--- config.mk ---
export PLATFORM = sky130hd
export DESIGN_NAME = fetch_queue
export DESIGN_NICKNAME = d
export VERILOG_FILES = /design/src/rtl/fetch_queue.sv
export SDC_FILE = /design/constraint.sdc
export NUM_CORES = 1
export LEC_CHECK = 0
export CAP_MARGIN = 40
export CORE_ASPECT_RATIO = 1.75
export CORE_UTILIZATION = 46
export CTS_BUF_LIST = sky130_fd_sc_hd__clkbuf_8
export DETAILED_ROUTE_END_ITERATION = 10
export PLACE_DENSITY = 0.74
export REMOVE_ABC_BUFFERS = 1
export SYNTH_ARGS = -nofsm -noshare
export SYNTH_HDL_FRONTEND = slang
export SYNTH_SLANG_ARGS = --single-unit
--- constraint.sdc ---
create_clock -name clk -period 6.8 [get_ports clk]
set_input_delay 1.02 -clock clk [delete_from_list [all_inputs] [get_ports clk]]
set_output_delay 1.02 -clock clk [all_outputs]
set_load 0.005 [all_outputs]
--- src/rtl/fetch_queue.sv ---
`default_nettype none
// ============================================================================
//  Module   : fetch_queue
//  Purpose  : Instruction fetch unit with a small show-ahead queue. Issues
//             one-word reads to a fixed-latency (1 cycle) instruction memory,
//             buffers returned words with their addresses, and flushes on a
//             redirect from the core.
//  Ports    : clk          - clock, rising edge
//             reset        - asynchronous active-low reset
//             imem_req     - word read issued this cycle
//             imem_addr    - word address of the read
//             imem_rdata   - read data, valid one cycle after imem_req
//             redirect     - taken branch / call / return from the core
//             redirect_pc  - new fetch address when redirect=1
//             instr_valid  - queue head is presented
//             instr        - head instruction word
//             instr_pc     - word address of the head instruction
//             instr_ready  - core consumes the head this cycle
//             occupancy    - number of valid queue entries
//  Revision : 1.0 - initial release
// ============================================================================
module fetch_queue #(
   parameter int              size     = 32,
   parameter int              DEPTH    = 4,
   parameter logic [size-1:0] RESET_PC = '0
) (
   input  logic                     clk,
   input  logic                     reset,
   output logic                     imem_req,
   output logic [size-1:0]          imem_addr,
   input  logic [size-1:0]          imem_rdata,
   input  logic                     redirect,
   input  logic [size-1:0]          redirect_pc,
   output logic                     instr_valid,
   output logic [size-1:0]          instr,
   output logic [size-1:0]          instr_pc,
   input  logic                     instr_ready,
   output logic [$clog2(DEPTH):0]   occupancy
);

   localparam int          c_ptr_w = $clog2(DEPTH);
   localparam int          c_cnt_w = c_ptr_w + 1;
   localparam logic [0:0]  c_boot  = 1'b0;
   localparam logic [0:0]  c_run   = 1'b1;

   logic [0:0]          state_q, state_d;
   logic                run;

   logic [size-1:0]     fetch_pc_q, fetch_pc_d;
   logic                inflight_q, inflight_d;
   logic [size-1:0]     inflight_pc_q, inflight_pc_d;
   logic [c_ptr_w-1:0]  wr_ptr_q, wr_ptr_d;
   logic [c_ptr_w-1:0]  rd_ptr_q, rd_ptr_d;
   logic [c_cnt_w-1:0]  count_q, count_d;

   logic [size-1:0]     instr_mem_q [DEPTH];
   logic [size-1:0]     pc_mem_q    [DEPTH];

   logic                push;
   logic                pop;
   logic [c_cnt_w:0]    reserved;

   // ------------------------------------------------------------------------
   // BOOT -> RUN sequencer
   // ------------------------------------------------------------------------
   always_ff @(posedge clk or negedge reset) begin
      if (!reset) begin
         state_q <= c_boot;
      end else begin
         state_q <= state_d;
      end
   end

   always_comb begin
      state_d = state_q;
      case (state_q)
         c_boot:  state_d = c_run;
         c_run:   state_d = c_run;
         default: state_d = c_boot;
      endcase
   end

   always_comb begin
      run = (state_q == c_run);
   end

   // ------------------------------------------------------------------------
   // Request / push / pop decisions
   // ------------------------------------------------------------------------
   // A request reserves a slot for its returning word, so the queue can never
   // be asked to accept a push while full.
   assign reserved  = {1'b0, count_q} + {{c_cnt_w{1'b0}}, inflight_q};
   assign imem_req  = run && !redirect && (reserved < (c_cnt_w + 1)'(DEPTH));
   assign imem_addr = fetch_pc_q;

   // The word returning during a redirect belongs to the abandoned path.
   assign push = inflight_q && !redirect;
   assign pop  = instr_valid && instr_ready && !redirect;

   // ------------------------------------------------------------------------
   // Next-state for fetch pointer, inflight tracking and queue control
   // ------------------------------------------------------------------------
   always_comb begin
      fetch_pc_d    = fetch_pc_q;
      inflight_d    = inflight_q;
      inflight_pc_d = inflight_pc_q;
      wr_ptr_d      = wr_ptr_q;
      rd_ptr_d      = rd_ptr_q;
      count_d       = count_q;

      if (redirect) begin
         fetch_pc_d = redirect_pc;
         inflight_d = 1'b0;
         wr_ptr_d   = '0;
         rd_ptr_d   = '0;
         count_d    = '0;
      end else begin
         if (push) begin
            wr_ptr_d = wr_ptr_q + c_ptr_w'(1);
         end
         if (pop) begin
            rd_ptr_d = rd_ptr_q + c_ptr_w'(1);
         end
         case ({push, pop})
            2'b10:   count_d = count_q + c_cnt_w'(1);
            2'b01:   count_d = count_q - c_cnt_w'(1);
            default: count_d = count_q;
         endcase

         inflight_d = imem_req;
         if (imem_req) begin
            inflight_pc_d = fetch_pc_q;
            fetch_pc_d    = fetch_pc_q + size'(1);
         end
      end
   end

   always_ff @(posedge clk or negedge reset) begin
      if (!reset) begin
         fetch_pc_q    <= RESET_PC;
         inflight_q    <= 1'b0;
         inflight_pc_q <= '0;
         wr_ptr_q      <= '0;
         rd_ptr_q      <= '0;
         count_q       <= '0;
      end else begin
         fetch_pc_q    <= fetch_pc_d;
         inflight_q    <= inflight_d;
         inflight_pc_q <= inflight_pc_d;
         wr_ptr_q      <= wr_ptr_d;
         rd_ptr_q      <= rd_ptr_d;
         count_q       <= count_d;
      end
   end

   // Queue storage carries no reset: contents are qualified by count_q.
   always_ff @(posedge clk) begin
      if (push) begin
         instr_mem_q[wr_ptr_q] <= imem_rdata;
         pc_mem_q[wr_ptr_q]    <= inflight_pc_q;
      end
   end

   // ------------------------------------------------------------------------
   // Show-ahead head presentation
   // ------------------------------------------------------------------------
   assign instr_valid = (count_q != '0);
   assign instr       = instr_mem_q[rd_ptr_q];
   assign instr_pc    = pc_mem_q[rd_ptr_q];
   assign occupancy   = count_q;

endmodule
`default_nettype wire

==> results of run 1 <==
==> sequential cells by signal, indices dropped and copies added, names as in the netlist <==
| register | count |
|---|---|
| imem_addr | 32 |
| inflight_pc_q | 32 |
| inflight_q | 1 |
| instr_mem_q | 128 |
| occupancy | 3 |
| pc_mem_q | 128 |
| rd_ptr_q | 2 |
| run | 1 |
| wr_ptr_q | 2 |
==> final timing paths <==
check / start / end / slack, ns / cells after the start
max in group asynchronous: reset / inflight_pc_q[15] / 5.80 / 2
max: rd_ptr_q[0] / instr_pc[28] / 2.78 / 4
max reg2reg: inflight_q / imem_addr[27] / 4.29 / 8
min reg2reg: inflight_pc_q[15] / pc_mem_q[3][15] / 0.52 / 0
min: reset / rd_ptr_q[1] / 0.40 / 1
min in group clk: inflight_pc_q[15] / pc_mem_q[3][15] / 0.52 / 0
==> synthesized netlist by cell type, types with 8 or more instances <==
| master | number |
|---|---|
| a221o_1 | 8 |
| buf_1 | 12 |
| buf_2 | 11 |
| clkbuf_1 | 12 |
| dfrtp_1 | 73 |
| edfxtp_1 | 256 |
| mux4_2 | 64 |
| nand2_1 | 119 |
| nand3_1 | 29 |
| nand4_1 | 12 |
| nor2_1 | 18 |
| nor3_1 | 8 |
| o211ai_1 | 9 |
| o21ai_0 | 20 |
==> final cells by class <==
cell class / count / area [sq um] / share of cell area (%)
Clock inverter: 38 / 399.1 / 2.489
Multi-Input combinational cell: 367 / 3136 / 19.56
Timing Repair Buffer: 181 / 1867 / 11.64
Inverter: 8 / 30.03 / 0.1873
Tap cell: 369 / 461.7 / 2.879
Sequential cell: 329 / 9522 / 59.38
Clock buffer: 45 / 619.3 / 3.863
==> report_power, final <==
group          switching (mW)  total, mW  internal (mW)  leakage [nW]
sequential              0.228       2.68           2.45          3.23
clock                   0.719       1.69          0.968         0.551
combinational           0.478       1.22          0.739          1.85
total                    1.43       5.59           4.16          5.63
==> metrics by stage <==
stage	hold slack (ns)	total power, mW
floorplan	0.4758	3.294
finish	0.3971	5.586
global route	0.4116	5.836
CTS	0.3764	5.660
detailed placement	0.5051	3.969
global placement	0.4877	3.903
==> layout by cell type (no fill, tap or decap), drive strengths merged, types with 6 or more instances in the layout <==
cell             n
bufinv           9
nor2            18
or3              6
nor3             9
a221o            8
dfrtp           73
clkdlybuf4s50  166
inv             17
clkbuf          45
o21ai           20
o211ai           9
nand2          119
mux2i            6
edfxtp         256
nand3b           6
nand4           12
buf             15
mux4            64
and2             6
nand3           30
clkinv          18
==> routing by layer <==
metal,GRT usage [%],wire length [um],vias to the layer above,share of wire (%)
met5,0,0,-,0
met4,7.628,803,0,3.0
met3,3.154,1273,45,4.8
met2,35.80,14880,244,56
met1,21.60,9501,3672,36
li1,-,-,3261,-
==> cell families after synthesis <==
group,share of synthesized area [%]
muxes,11.73
AOI/OAI and AO/OA,3.010
adders and majority gates,0.6449
and+or+nand+nor,8.374
xor gates and xnor gates,0.5472
other,0.02929
buffers and inverters,1.368
DFF,74.30
==> metrics.md, run 1 <==
| Metric | Value |
|---|---|
| CTS clk-pin slew, worst paths | 0.07 ns |
| Final slew viol count | 0 |
| Setup crit start kind | register |
| Share of layout cells above drive strength 1 | 16.32% |
| Residual DRC | 0 |
| Yosys warns | 0 |
| Unrepaired setup endpoints after global routing | no |
| Fmax | 0.2488 GHz |
| Max cap viols | 0 |
| CTS tree | done |
| DP Worst Slack | 3.292 ns |
| Top cell type's share of synthesized area | 60.04% |
| Synth top area cells | edfxtp_1 (60%), dfrtp_1 (14%), mux4_2 (11%) |
| Root Driver | clkbuf_8 |
| Drt pass-1 iters | 5 |
| Worst path cell trace | buf_16 -> buf_4 -> mux4_2 -> clkdlybuf4s50_1 |
| Primary FF master, synth | edfxtp_1 |
| Post-Synthesis Cells | 739 |
| Ports | 169 |
| CTS H-tree lvls | 2 |
| Post-synth EDFFs | 256 |
| Post-synthesis to final-layout area growth | 25.22% |
| Mapped cell area | 0.01280 sq mm |
| Clk_skew | 0.02643 ns |
| Worst path max stage delay | 0.59 ns |
| Register area share after synthesis | 74.30% |
| Final Hold Viols | 0 |
| Post-synth top area cell | edfxtp_1 |
| Dpl hpwl | 17280 um |
| CP endpoint kind | primary output |
| Max Fanout on Critical Path | 32 |
| Dpl cell area | 0.01502 sq mm |
| Power Density | 348.4 mW/mm^2 |
| Largest net degree at the start of global routing | 57 |
| Fill count | 2094 |
| Maximum VDD drop | 0.2405 mV |
| Setup TNS Final | 0 ns |
| Initial antenna violation count | 0 |
| PortBufs | 168 |
| Non-Filler Instances | 1337 |
| Chip width | 128.1 um |
| Crit path max-delay cell type | mux4_2 |
| Final worst-path cycle share | 59.10% |
| Remaining Overflow, GRT | 0 |
| P_leak | 5.630 nW |
| Status | finished, final reports clean |
| First-pass GRT wire length | 41070 um |
| # nets final | 1006 |
| Top cell family by delay on the critical path | buffers and inverters |
| # clock sinks | 329 |
| CTS resizes | 0 |
| Vias per cell | 5.402 |
| Wire length per cell | 19.79 um |
| Core Box Area | 0.02733 sq mm |
| Chip Height | 222.7 um |
| Setup-failing EPs final | 0 |
| Placed insts | 1254 |
| Final wirelength | 26460 um |
| Worst hold path class | in2async |
| Avg Inst Size Synth | 17.33 sq um |
| Cts bufs inserted | 45 |
| Critical path arrival | 3.00 ns |
| Initial Util | 46.86% |
| Synth unique cells | 45 |
| Clock buffer depth | 3 |
| GR Util All Layers | 19.25% |
| Via count | 7222 |
| Clock Latency Late Sink | 0.56 ns |
| Setup Fix Bufs, Post-CTS | 0 |
| Die ar. | 0.02853 sq mm |
| Ys async rst share | 22.19% |
| Vias in the first global route | 7434 |
| Fin util | 58.68% |
| Initial DRC count | 438 |
| Setup WS post-layout | 2.781 ns |
| Antenna Cells | 0 |
| Critical path required time | 5.78 ns |
| Worst Max-Slew Pin Slew | 0.9003 ns |
| CP Class | reg2out |
| Synth Register Bits | 329 |
| Hold Buf Count CTS | 0 |
| Standard-cell rows | 80 |
| Post-DRT Antenna Nets | 0 |
| Placer congestion estimate | 0.7736 |
| Final min period | 4.019 ns |
| CP Buf/Inv Count | 3 |
| Final instance area | 0.01603 sq mm |
| Max_slew headroom | 39.65% |
No activity file was read; power rests on OpenSTA's default activity.
==> inputs of run 2 (changes only) <==
clock period = 4.1 ns   (was 6.8 ns; I/O delays follow)
==> metrics.md, run 2 (same netlist as run 1, synthesis figures left out) <==
| Metric | Value |
|---|---|
| Non-Filler Instances | 1340 |
| CP Class | reg2out |
| Clock Latency Late Sink | 0.57 ns |
| Post-synthesis to final-layout area growth | 24.13% |
| Total power | 8.848 mW |
| CTS H-tree lvls | 2 |
| Status | finished, final reports clean |
| Final wirelength | 27110 um |
| Clk_skew | 0.02342 ns |
| Crit path max-delay cell type | dfrtp_4 |
| Biggest regs | instr_mem_q (128), pc_mem_q (128) |
| Standard-cell rows | 80 |
| Core Box Area | 0.02733 sq mm |
| Dpl hpwl | 17000 um |
| Most frequent cells in the layout | edfxtp_1 (256), clkdlybuf4s50_1 (166), nand2_1 (119) |
| Maximum VDD drop | 0.3689 mV |
| Post-DRT Antenna Nets | 0 |
| Power Density | 556.7 mW/mm^2 |
| Remaining Overflow, GRT | 0 |
| Final worst-path cycle share | 81.02% |
| GR Util All Layers | 19.80% |
| Global routing usage on met2 | 36.27% |
| Max cap viols | 0 |
| Critical path arrival | 2.71 ns |
| Largest net degree at the start of global routing | 59 |
| # clock sinks | 329 |
| Worst path cell trace | buf_12 -> mux4_2 -> clkdlybuf4s50_1 |
| Unrepaired setup endpoints after global routing | no |
| Placed insts | 1257 |
| CTS clk-pin slew, worst paths | 0.06 ns |
| Worst path max stage delay | 0.74 ns |
| First-pass GRT wire length | 42480 um |
| Cts bufs inserted | 45 |
| Fmax | 0.3010 GHz |
| P_leak | 5.601 nW |
| Routing usage on met1 | 22.67% |
| Most used routing layer | met2 |
| Final Hold Viols | 0 |
| Setup-failing EPs final | 0 |
| Path depth of the worst reg2reg path | 7 |
| CTS tree | done |
| Met3 Use GR | 3.612% |
| Via count | 7153 |
| Placer congestion estimate | 0.7836 |
| CP endpoint kind | primary output |
| # nets final | 1010 |
| Max_slew headroom | 43.39% |
| Drt pass-1 iters | 7 |
| Die ar. | 0.02853 sq mm |
| Worst hold path class | in2async |
| Vias in the first global route | 7586 |
| Vias per cell | 5.338 |
| Most common cell after layout, fill and taps aside | edfxtp_1 |
| Final min period | 3.322 ns |
| Setup WS post-layout | 0.7781 ns |
| Chip Height | 222.7 um |
| Initial antenna violation count | 1 |
| Max Fanout on Critical Path | 30 |
| Setup crit start kind | register |
| DP Worst Slack | 1.317 ns |
| Final slew viol count | 0 |
| PortBufs | 168 |
| Initial Util | 46.86% |
| Worst Max-Slew Pin Slew | 0.8446 ns |
| Clock buffer depth | 3 |
| Setup Fix Bufs, Post-CTS | 0 |
| Critical path required time | 3.48 ns |
| Wire length per cell | 20.23 um |
| Initial DRC count | 330 |
| Share of layout cells above drive strength 1 | 15.46% |
| Residual DRC | 0 |
| Root Driver | clkbuf_8 |
| Ports | 169 |
| Chip width | 128.1 um |
-- run 2: cell types whose count changed in the layout (fill, tap and decap cells not counted), sizes merged --
cell / delta
inv: +10
dlygate4sd3: +1
clkinvlp: -1
diode: +1
clkbuf: +3
bufinv: -7
clkinv: -7
buf: +3
-- run 2: critical path, delay by kind of cell, from the launching register on --
kind	cells	cell delay (ns)
buf+inv	2	0.80
flops	1	0.74
mux	1	0.55
-- run 2: timing repair --
item | CTS | global route
hold buffers | 1 | 0
resized for setup | 0 | 0
hold endpoints to repair | 15 | 0
-- run 2: layout make-up --
class | instances | area (sq um)
clock inverter | 33 | 185.2
clock buffer | 48 | 660.6
multi-input combinational | 367 | 3136
sequential | 329 | 9522
tap | 369 | 461.7
fill | 2188 | 11430
antenna | 1 | 2.502
inverter | 8 | 30.03
timing repair buffer | 185 | 1897
-- run 2: worst paths after layout --
check | from | to | slack, ns
worst min register to register | inflight_pc_q[6] | pc_mem_q[0][6] | 0.51
min in group clk | inflight_pc_q[6] | pc_mem_q[0][6] | 0.51
worst max register to register | occupancy[0] | occupancy[2] | 1.59
max in group asynchronous | reset | imem_addr[22] | 3.06
worst min-delay path | reset | run | 0.47
worst max-delay path | rd_ptr_q[0] | instr_pc[22] | 0.78
-- run 2: routing by layer --
layer | routed length (um) | vias up
met5 | 0 | -
met4 | 708 | 0
met3 | 1105 | 44
met2 | 15120 | 184
met1 | 10180 | 3663
li1 | - | 3262
-- run 2: through the flow --
step | hold WS (ns) | TNS (ns) | utilization [%] | area (sq um)
global placement | 0.4874 | 0 | 54.88 | 15000
finish | 0.4723 | 0 | 58.16 | 15890
floorplan | 0.3194 | -1.084 | - | 12660
detailed placement | 0.4997 | 0 | 55.02 | 15040
global route | 0.4799 | 0 | 58.16 | 15890
CTS | 0.4383 | 0 | 58.15 | 15890
-- run 2: power by group --
part           leakage, nW  switching, mW  internal (mW)
Clock                0.501           1.16           1.21
Sequential            3.23          0.406           4.07
Combinational         1.87          0.777           1.23
==> inputs of run 3 (changes only) <==
clock period = 3.1 ns   (was 4.1 ns; I/O delays follow)
==> metrics.md, run 3 (same netlist as run 1, synthesis figures left out) <==
| Metric | Value |
|---|---|
| Final slew viol count | 0 |
| CP Buf/Inv Count | 2 |
| Chip Height | 222.7 um |
| Dpl hpwl | 17170 um |
| Vias per cell | 5.338 |
| Most used routing layer | met2 |
| Largest net degree at the start of global routing | 59 |
| Post-synthesis to final-layout area growth | 24.20% |
| Via count | 7185 |
| Global routing usage on met2 | 36.80% |
| Worst hold path class | in2reg |
| PortBufs | 168 |
| GR Util All Layers | 20.02% |
| P_leak | 5.579 nW |
| Post-DRT Antenna Nets | 0 |
| Status | finished, final reports clean |
| Root Driver | clkbuf_8 |
| Standard-cell rows | 80 |
| Chip width | 128.1 um |
| Max Fanout on Critical Path | 28 |
| Residual DRC | 0 |
| # clock sinks | 329 |
| Die ar. | 0.02853 sq mm |
| Max cap viols | 0 |
| First-pass GRT wire length | 42570 um |
| Cts bufs inserted | 44 |
| Setup Fix Bufs, Post-CTS | 0 |
| Worst path max stage delay | 0.58 ns |
| Maximum VDD drop | 0.3122 mV |
| Power Density | 729.0 mW/mm^2 |
| Biggest regs | instr_mem_q (128), pc_mem_q (128) |
| CP endpoint kind | primary output |
| Most common cell after layout, fill and taps aside | edfxtp_1 |
| Wire length per cell | 20.07 um |
| Final min period | 2.954 ns |
| Worst path cell trace | buf_16 -> mux4_2 -> clkdlybuf4s50_1 |
| Crit path max-delay cell type | mux4_2 |
| Fin util | 58.20% |
| Remaining Overflow, GRT | 0 |
| Initial Util | 46.86% |
| Final worst-path cycle share | 95.29% |
| Non-Filler Instances | 1346 |
| Initial DRC count | 453 |
| Initial antenna violation count | 2 |
| Share of layout cells above drive strength 1 | 16.41% |
| Placed insts | 1261 |
| Met3 Use GR | 3.323% |
| CTS tree | done |
| # nets final | 1013 |
| Fmax | 0.3385 GHz |
| Top cell family by delay on the critical path | buffers and inverters |
| Final wirelength | 27010 um |
| Ports | 169 |
| Setup-failing EPs final | 0 |
| Setup crit start kind | register |
| Worst Max-Slew Pin Slew | 0.7882 ns |
| Core Box Area | 0.02733 sq mm |
| Max_slew headroom | 47.45% |
| Most frequent cells in the layout | edfxtp_1 (256), clkdlybuf4s50_1 (166), nand2_1 (119) |
| Fill count | 2093 |
| Drt pass-1 iters | 4 |
| Vias in the first global route | 7521 |
| Final Hold Viols | 0 |
| Placer congestion estimate | 0.8061 |
| Critical path required time | 2.63 ns |
| CTS clk-pin slew, worst paths | 0.06 ns |
| Routing usage on met1 | 22.72% |
| Clock Latency Late Sink | 0.56 ns |
| Critical path arrival | 2.49 ns |
| Clock buffer depth | 3 |
| Clk_skew | 0.02032 ns |
| Unrepaired setup endpoints after global routing | no |
| CTS H-tree lvls | 2 |
| CP Class | reg2out |
==> run 3: cell types whose count changed in the layout (fill, tap and decap cells not counted) <==
cell,before,now
inv_1,26,20
clkinv_2,4,9
buf_4,9,13
clkinvlp_4,1,5
bufinv_16,2,0
buf_12,6,7
buf_2,2,1
clkbuf_8,48,47
clkinv_1,7,8
diode_2,1,2
==> run 3: repair_timing <==
action | in CTS | in global routing
endpoints found under the setup margin | 0 | 1
hold buffers | 1 | 0
hold endpoints to repair | 56 | 0
gates resized for setup | 0 | 1
==> run 3: path summary, 6_finish.rpt <==
| path | start | to | slack [ns] | depth (start not counted) |
|---|---|---|---|---|
| max | rd_ptr_q[0] | instr_pc[20] | 0.15 | 3 |
| min | redirect | occupancy[2] | 0.27 | 2 |
| max reg2reg | occupancy[0] | occupancy[2] | 0.79 | 7 |
| min reg2reg | inflight_pc_q[10] | pc_mem_q[0][10] | 0.52 | 0 |
| max in group asynchronous | reset | inflight_pc_q[31] | 1.92 | 3 |
| min in group asynchronous | reset | occupancy[0] | 0.53 | 2 |
==> run 3: metrics by stage <==
stage	hold slack [ns]	TNS [ns]	setup WS, ns	power (mW)	cell area (sq um)
floorplan	0.1694	-71.73	-1.148	7.225	12660
global placement	0.4855	0	0.6743	8.692	15070
detailed placement	0.5056	0	0.6659	8.759	15070
CTS	0.2220	0	0.04557	11.76	15890
global route	0.2630	0	0.01847	12.18	15900
finish	0.2658	0	0.1459	11.59	15900
==> run 3: where the power goes <==
part	total, mW	switching, mW	internal [mW]
Combinational	2.75	1.10	1.65
Sequential	5.87	0.485	5.38
Clock	2.98	1.56	1.42
==> run 3: area by class of cell <==
cell class	count	area, sq um	share of cell area [%]
Timing Repair Buffer	189	1942	12.21
Antenna cell	2	5.005	0.03147
Tap cell	369	461.7	2.903
Multi-Input combinational cell	367	3136	19.72
Clock buffer	47	646.9	4.067
Sequential cell	329	9522	59.87
Inverter	8	30.03	0.1888
Clock inverter	35	161.4	1.015
==> run 3: routing by layer <==
layer | vias to the layer above | wire [um]
li1 | 3282 | -
met1 | 3641 | 9968
met2 | 213 | 15050
met3 | 49 | 1188
met4 | 0 | 797
met5 | - | 0
==> run 3: worst register-to-register path: stages (launching register included) <==
cell,delay (ns)
dfrtp_1,0.46
o31ai_1,0.59
nor3_1,0.12
fa_1,0.41
or3_1,0.37
nand2_1,0.09
xnor2_1,0.11
nor2_1,0.05
